--- src/rtl/coherence_bus_arbiter.sv ---
// coherence_bus_arbiter
//   Arbitrates the shared coherence bus and the unified-memory port between
//   the two per-CPU cache controllers. One requester is granted at a time.
//   The arbiter drives BOCI to the peer cache and sequences the snoop. After
//   the snoop it finishes with either a peer-supplied fill or a unified-memory
//   access that is gated by cpu_dmem_permission.
//
// Ports
//   clk                  system clock, all logic on posedge
//   rst                  synchronous, active-high reset
//   req[1:0]             per-CPU level request, held until done[i]
//   req_op[3:0]          per-CPU op [2i+1:2i]: 00 rd miss, 01 wr miss, 10 inval, 11 writeback
//   req_addr             per-CPU line address [ADDR_W*i +: ADDR_W]
//   snoop_found[1:0]     cpu_search_found from each cache
//   u_rdy                unified memory access complete
//   grant[1:0]           one-hot bus grant, held from GRANT through DONE
//   cpu_search[1:0]      one-cycle snoop strobe to the non-granted cache
//   BOCI                 bus-observed line address of the current winner
//   cpu_datasel[1:0]     fill source: 00 memory, 01 peer, 11 none
//   cpu_dmem_permission  unified-memory permission, winner bit only
//   done[1:0]            one-cycle completion pulse to the winner
//   busy                 high in every state except IDLE
//
// Configuration
//   ARB_FIXED_PRIORITY_EN  defined: CPU0 always wins simultaneous requests.
//                          undefined (default): round-robin on the last grant.

module coherence_bus_arbiter #(
  parameter int unsigned ADDR_W    = 11,
  parameter int unsigned SNOOP_LAT = 1
) (
  input  logic                  clk,
  input  logic                  rst,
  input  logic [1:0]            req,
  input  logic [3:0]            req_op,
  input  logic [2*ADDR_W-1:0]   req_addr,
  input  logic [1:0]            snoop_found,
  input  logic                  u_rdy,
  output logic [1:0]            grant,
  output logic [1:0]            cpu_search,
  output logic [ADDR_W-1:0]     BOCI,
  output logic [1:0]            cpu_datasel,
  output logic [1:0]            cpu_dmem_permission,
  output logic [1:0]            done,
  output logic                  busy
);

  localparam int unsigned CNT_W = 4;

  localparam logic [1:0] OP_INV = 2'b10;
  localparam logic [1:0] OP_WB  = 2'b11;

  localparam logic [1:0] SEL_MEM  = 2'b00;
  localparam logic [1:0] SEL_PEER = 2'b01;
  localparam logic [1:0] SEL_NONE = 2'b11;

  typedef enum logic [2:0] {
    IDLE  = 3'd0,
    GRANT = 3'd1,
    SNOOP = 3'd2,
    MEM   = 3'd3,
    DONE  = 3'd4
  } state_t;

  state_t            state, state_n;
  logic              w_q, w_n;
  logic [1:0]        op_q, op_n;
  logic [CNT_W-1:0]  cnt_q, cnt_n;

  logic [1:0]        grant_n;
  logic [1:0]        search_n;
  logic [ADDR_W-1:0] boci_n;
  logic [1:0]        datasel_n;
  logic [1:0]        perm_n;
  logic [1:0]        done_n;
  logic              busy_n;

  logic              win_c;

`ifdef ARB_FIXED_PRIORITY_EN
  // Fixed priority keeps no last-grant history.
`else
  logic              lp_q, lp_n;
`endif

  // Winner selection among the currently requesting CPUs
  always_comb begin
    win_c = 1'b0;
`ifdef ARB_FIXED_PRIORITY_EN
    win_c = ~req[0];
`else
    if (req == 2'b11) begin
      win_c = ~lp_q;
    end else begin
      win_c = req[1];
    end
`endif
  end

  // State, latched transaction and registered outputs
  always_ff @(posedge clk) begin
    if (rst) begin
      state               <= IDLE;
      w_q                 <= 1'b0;
      op_q                <= 2'b00;
      cnt_q               <= '0;
`ifdef ARB_FIXED_PRIORITY_EN
`else
      lp_q                <= 1'b1;
`endif
      grant               <= 2'b00;
      cpu_search          <= 2'b00;
      BOCI                <= '0;
      cpu_datasel         <= SEL_NONE;
      cpu_dmem_permission <= 2'b00;
      done                <= 2'b00;
      busy                <= 1'b0;
    end else begin
      state               <= state_n;
      w_q                 <= w_n;
      op_q                <= op_n;
      cnt_q               <= cnt_n;
`ifdef ARB_FIXED_PRIORITY_EN
`else
      lp_q                <= lp_n;
`endif
      grant               <= grant_n;
      cpu_search          <= search_n;
      BOCI                <= boci_n;
      cpu_datasel         <= datasel_n;
      cpu_dmem_permission <= perm_n;
      done                <= done_n;
      busy                <= busy_n;
    end
  end

  // Next state and next output values; outputs reflect the state being entered
  always_comb begin
    state_n   = state;
    w_n       = w_q;
    op_n      = op_q;
    cnt_n     = cnt_q;
`ifdef ARB_FIXED_PRIORITY_EN
`else
    lp_n      = lp_q;
`endif
    grant_n   = grant;
    search_n  = 2'b00;
    boci_n    = BOCI;
    datasel_n = cpu_datasel;
    perm_n    = cpu_dmem_permission;
    done_n    = 2'b00;

    unique case (state)
      IDLE: begin
        if (req != 2'b00) begin
          w_n     = win_c;
          op_n    = win_c ? req_op[3:2] : req_op[1:0];
          boci_n  = win_c ? req_addr[2*ADDR_W-1:ADDR_W] : req_addr[ADDR_W-1:0];
          grant_n = 2'b01 << win_c;
          // Writebacks never snoop the peer.
          if (op_n != OP_WB) begin
            search_n = 2'b01 << ~win_c;
          end
          state_n = GRANT;
        end
      end

      GRANT: begin
        if (op_q == OP_WB) begin
          perm_n    = 2'b01 << w_q;
          datasel_n = SEL_NONE;
          state_n   = MEM;
        end else begin
          cnt_n   = CNT_W'(SNOOP_LAT - 1);
          state_n = SNOOP;
        end
      end

      SNOOP: begin
        if (cnt_q == '0) begin
          // The peer's answer is only valid in the last snoop cycle.
          if (op_q == OP_INV) begin
            done_n  = 2'b01 << w_q;
            state_n = DONE;
          end else if (snoop_found[~w_q]) begin
            datasel_n = SEL_PEER;
            done_n    = 2'b01 << w_q;
            state_n   = DONE;
          end else begin
            perm_n    = 2'b01 << w_q;
            datasel_n = SEL_MEM;
            state_n   = MEM;
          end
        end else begin
          cnt_n = cnt_q - CNT_W'(1);
        end
      end

      MEM: begin
        if (u_rdy) begin
          done_n  = 2'b01 << w_q;
          state_n = DONE;
        end
      end

      DONE: begin
`ifdef ARB_FIXED_PRIORITY_EN
`else
        lp_n = w_q;
`endif
        grant_n   = 2'b00;
        perm_n    = 2'b00;
        datasel_n = SEL_NONE;
        state_n   = IDLE;
      end

      default: begin
        grant_n   = 2'b00;
        perm_n    = 2'b00;
        datasel_n = SEL_NONE;
        state_n   = IDLE;
      end
    endcase

    busy_n = (state_n != IDLE);
  end

endmodule

--- config.mk ---
export PLATFORM = sky130hd
export DESIGN_NAME = coherence_bus_arbiter
export DESIGN_NICKNAME = d
export VERILOG_FILES = /design/src/rtl/coherence_bus_arbiter.sv
export SDC_FILE = /design/constraint.sdc
export NUM_CORES = 1
export LEC_CHECK = 0
export CELL_PAD_IN_SITES_DETAIL_PLACEMENT = 1
export CELL_PAD_IN_SITES_GLOBAL_PLACEMENT = 1
export CORE_UTILIZATION = 32
export DETAILED_ROUTE_END_ITERATION = 12
export HOLD_SLACK_MARGIN = 0.02
export PLACE_DENSITY_LB_ADDON = 0.1
export SETUP_SLACK_MARGIN = 0.5
export SYNTH_ARGS = -nofsm -noshare
export SYNTH_HDL_FRONTEND = slang
export SYNTH_SLANG_ARGS = --single-unit
--- constraint.sdc ---
create_clock -name clk -period 1.8 [get_ports clk]
set_clock_uncertainty 0.05 [all_clocks]
set_input_delay 0.18 -clock clk [delete_from_list [all_inputs] [get_ports clk]]
set_output_delay 0.18 -clock clk [all_outputs]
set_load 0.01 [all_outputs]
======== After elaboration in Yosys (flattened, before gate mapping) ========
Cells that the tools add are included.
storage, ports and cells
  register bits ........................... 33
  output and inout port bits .............. 22
  input port bits ......................... 33
cells by class
  muxes and demuxes ....................... 32
  eq/ne operators ......................... 15
  reduce and logical (&&, ||, !) cells .... 13
  order comparisons ....................... 1
  shifts and indexed selects .............. 3
  bitwise logic cells ..................... 8
  add/sub/neg operators ................... 1
operators by type and width
  kind                                              number
  2-to-1 mux 2 bit                                  13
  inequality test 2 bit, second input constant      8
  2-to-1 mux 3 bit                                  5
  one-hot mux 2 bit (3 select lines)                2
  one-hot mux 3 bit (4 select lines)                1
  2-to-1 mux 11 bit                                 1
  2-to-1 mux 4 bit                                  2
  NOT 1 bit                                         8
  one-hot mux 2 bit (2 select lines)                2
  one-hot mux 4 bit (2 select lines)                1
  == test 2 bit, second input constant              3
  == test 3 x 2 -> 1 bit, second input constant     2
  left shift 1 x 1 -> 2 bit, first input constant   3
  2-to-1 mux 1 bit                                  5
  AND reduction 5 bit                               1
  logical NOT 4 bit                                 1
  AND reduction 2 bit                               2
  AND reduction 4 bit                               1
  nonzero test 2 bit                                2
  OR reduction 4 bit                                1
  subtractor 4 x 1 -> 4 bit, second input constant  1
  == test 3 x 1 -> 1 bit, second input constant     1
  == test 3 bit, second input constant              1
  logical NOT 3 bit                                 1
  5 further kinds                                   5

======== Logic depth before layout (Yosys ltp) ========
  depth after elaboration ................. 8
  gate-level depth with buffers ........... 6
  mapped depth without buffers ............ 6

======== Worst setup path after synthesis ========
No wires, ideal clock.
  path type ............................... register -> register
  start ................................... register cnt_q[0]
  end ..................................... register cnt_q[2]
  data arrival time ....................... 1.426 ns
  path slack .............................. 0.203 ns
  library setup time ...................... 0.122 ns
  cell stages (with the launch flop) ...... 7
  path buffers ............................ 0
  required time ........................... 1.628 ns
  path through ............................ dfxtp_1 inv_1 ha_1 or3b_2 a32oi_2 or3_1 a21oi_1
on the way
  cells in the longest elaborated chain, start to end .. 3
RTL lines
  element                                                                    line      source
  from (decl)                                                                68        logic [CNT_W-1:0] cnt_q, cnt_n;
  from (signal assigned)                                                     122       cnt_q <= cnt_n;
  subtractor 4 x 1 -> 4 bit or logical NOT 4 bit (tied branches)             196, 181
  2-to-1 mux 4 bit or inequality test 2 bit (tied branches)                  n/a
  one-hot mux 4 bit (2 select lines) or AND reduction 3 bit (tied branches)  n/a
Parallel ways exist; a longest one is shown, timed or not. The select of a mux whose other input is x is not followed.
A chain may end at the register's enable or synchronous reset.

======== Worst setup path in the final report ========
  start ................................... register cnt_q[1]
  end ..................................... register cnt_q[3]
Same word-level chain as after synthesis.

==> results.sh <==
export IMPL_wl_per_cell_um=19.2
export IMPL_reg2reg_from="cnt_q[1]"
export IMPL_synthAdderAreaFrac_pct=1.61
export IMPL_synth_simple_gate_area_share_pct=27.0
export IMPL_ys_types=43
export IMPL_grt_usage_pct=22.5
export IMPL_finalCriticalPeriod_ps=1640
export IMPL_hpwl_um=3720
export IMPL_drt_vias_per_instance=5.54
export IMPL_drt_iter0_markers=70
export IMPL_synth_compound_area_share_pct=22.7
export IMPL_power_leakage_nw=1.13
export IMPL_die_area_um2=5130
export IMPL_finalSetupViolations=0
export IMPL_numClockSinks=33
export IMPL_ff2ff_setup_slack_ps=160
export IMPL_worst_pin_slew_ps=338
export IMPL_cts_tree="done"
export IMPL_max_freq_mhz=611
export IMPL_endpoint="cnt_q[3]"
export IMPL_syn_area_per_cell_um2=8.33
export IMPL_cts_made_buffers=5
export IMPL_gp_congestion=0.782
export IMPL_finalHoldViolations=0
export IMPL_synth_mux_area_share_pct=1.37
export IMPL_drt_pre_antenna_iters=4
export IMPL_path_clk_slew_ps=70
export IMPL_antenna_left=0
export IMPL_grt_busiest_layer="met2"
export IMPL_synth_edf_count=0
export IMPL_areaGrowthSynthToFinish_pct=80.1
export IMPL_synthXorXnorAreaFrac_pct=0
export IMPL_die_height_um=71.6
export IMPL_port_buffers=54
export IMPL_synth_warnings=0
export IMPL_use_met2_pct=41.7
export IMPL_use_met3_pct=6.05
export IMPL_crit_fanout=6
export IMPL_critPathLaunch="cnt_q[1]"
export IMPL_pre_cts_ws_ps=0.706
export IMPL_arrival_ps=1800
export IMPL_relSlewSlack_pct=77.3
export IMPL_dp_cells=293
export IMPL_slew_viol_final=0
export IMPL_vias=1795
export IMPL_die_w_um=71.6
export IMPL_synth_flop_cell="dfxtp_1"
export IMPL_drive_gt1_share_pct=37.1
export IMPL_drc=0
export IMPL_grt_max_degree=15
export IMPL_min_path_type="in -> reg"
export IMPL_start_util_pct=34.4
export IMPL_antenna_cells=0
export IMPL_ys_ff_latch=33
export IMPL_worst_hold_slack_ps=413
export IMPL_setup_tns_ps=0
export IMPL_layout_cells_non_filler=324
export IMPL_syn_area_um2=1550
export IMPL_synth_fp_nets=221
export IMPL_synth_top_family_by_area="simple AND/OR/NAND/NOR gates"
export IMPL_crit_path_start_kind="flip-flop"
export IMPL_power_density_nw_per_um2=1040
export IMPL_grt_overflow=0
export IMPL_async_flop_share_pct=0
export IMPL_yosysSeqAreaShare_pct=42.6
export IMPL_crit_type="reg -> reg"
export IMPL_grt_pass1_wl_um=8960
export IMPL_regToRegEndpoint="cnt_q[3]"
export IMPL_period_share_pct=90.9
export IMPL_root_buffer="clkbuf_8"
export IMPL_clk_latency_ps=280
export IMPL_rsz0062_at_grt="true"
export IMPL_synthCells=186
export IMPL_grt_pass1_vias=1864
export IMPL_rows=24
export IMPL_core_um2=4500
export IMPL_wl_um=6220
export IMPL_ir_drop_mv=0.557
export IMPL_status="finished, final reports clean"
export IMPL_end_kind="flip-flop"
export IMPL_io_pins=55
export IMPL_grtUsageMet1_pct=24.9
export IMPL_antenna_found_initial=0
export IMPL_worstPathRequired_ps=1960
export IMPL_nets=306
export IMPL_htree_num_levels=2
export IMPL_clock_path_buffers=2
export IMPL_cap_violations=0
export IMPL_reg2reg_depth=6
export IMPL_setup_ws_ps=163
## repair_timing
item / in CTS / in global routing
hold buffers: 0 / 0
pin swaps: 15 / 26
gates cloned: 1 / 2
endpoints found under the setup margin: 55 / 32
resized for setup: 49 / 46
setup buffers: 9 / 11
## layout by cell type, fill, tap and decap left out, types with 3 or more instances in the layout
cell type / synthesis / final
clkbuf_8: 0 / 5
clkdlybuf4s50_1: 0 / 30
nand3_1: 14 / 9
clkbuf_1: 4 / 3
a211oi_2: 0 / 3
o21ai_1: 0 / 3
buf_4: 0 / 21
dfxtp_2: 0 / 4
a31oi_4: 0 / 3
nand2b_1: 3 / 3
dfxtp_1: 33 / 25
nand3_2: 0 / 3
buf_6: 0 / 10
a31oi_1: 13 / 10
or3_1: 4 / 4
a21oi_2: 0 / 3
o21ai_2: 1 / 3
nor2_1: 10 / 10
nand2_2: 0 / 7
nand2_4: 0 / 3
dlygate4sd2_1: 0 / 24
a21oi_1: 12 / 9
dfxtp_4: 0 / 4
inv_1: 9 / 6
nand2_1: 31 / 21
## stage by stage
step	cell area (um^2)	power, mW	util (%)
2_1_floorplan	1630	1.51	-
3_5_place_dp	2260	1.90	50.2
3_3_place_gp	2260	1.86	50.2
6_report	2790	2.91	62.0
5_1_grt	2790	3.06	62.0
4_1_cts	2470	2.55	54.8
## metal layers
layer,wire [um],vias to the layer above
li1,-,836
met1,2530,886
met2,3300,61
met3,270,12
met4,119,0
met5,0,-
## where the power goes
part	internal, mW	switching, mW	leakage [nW]	total (mW)
Sequential	0.852	0.129	0.275	0.981
Combinational	0.713	0.676	0.815	1.39
Clock	0.275	0.268	0.0395	0.543
## area by class of cell
class	instances	area (um^2)
fill	500	1710
multi-input combinational	136	1130
timing repair buffer	86	801
sequential	33	681
clock buffer	8	80.1
tap	52	65.1
inverter	9	36.3
## worst min-delay path by stage
stage / to / depth (start not counted) / start / slack (ps)
floorplan: op_q[1] / 2 / req_op[3] / 280
global placement: BOCI[0] / 2 / BOCI[0] / 410
detailed placement: grant[0] / 2 / grant[0] / 420
CTS: grant[0] / 3 / req[0] / 380
global route: grant[0] / 3 / req[0] / 410
finish: BOCI[5] / 3 / req_addr[16] / 410
## cell usage after synthesis, types with 3 or more instances
| master | instances | area (um^2) |
|---|---|---|
| nand2_1 | 31 | 116 |
| nand3_1 | 14 | 70.1 |
| buf_2 | 4 | 20.0 |
| clkbuf_1 | 4 | 15.0 |
| nor2_1 | 10 | 37.5 |
| o21ai_0 | 6 | 30.0 |
| or3_1 | 4 | 25.0 |
| o22ai_1 | 3 | 18.8 |
| nand2b_1 | 3 | 18.8 |
| dfxtp_1 | 33 | 661 |
| inv_1 | 9 | 33.8 |
| a21oi_1 | 12 | 60.1 |
| a211oi_1 | 3 | 22.5 |
| a31oi_1 | 13 | 81.3 |
| nor2b_1 | 4 | 25.0 |
## flip-flops by register name, summed over array words and instances, names as in the netlist
name,cells
BOCI,11
busy,1
lp_q,1
state,3
cpu_search,2
done,2
w_q,1
cpu_datasel,2
cnt_q,4
grant,2
cpu_dmem_permission,2
op_q,2
## worst max-delay path, stage by stage (launching register included)
cell	delay, ps
dfxtp_2	340
inv_2	70
ha_4	120
or3b_4	410
a32oi_4	280
o21ai_1	120
a21oi_1	170
## cell families (layout without fill, tap and decap cells)
kind of cell | count (synthesis) | after routing
simple gates | 80 | 81
compound gates | 51 | 51
flops | 33 | 33
buf+inv | 18 | 103
fa+ha+maj | 2 | 2
mux | 2 | 2
No activity file was read; power rests on OpenSTA's default activity.
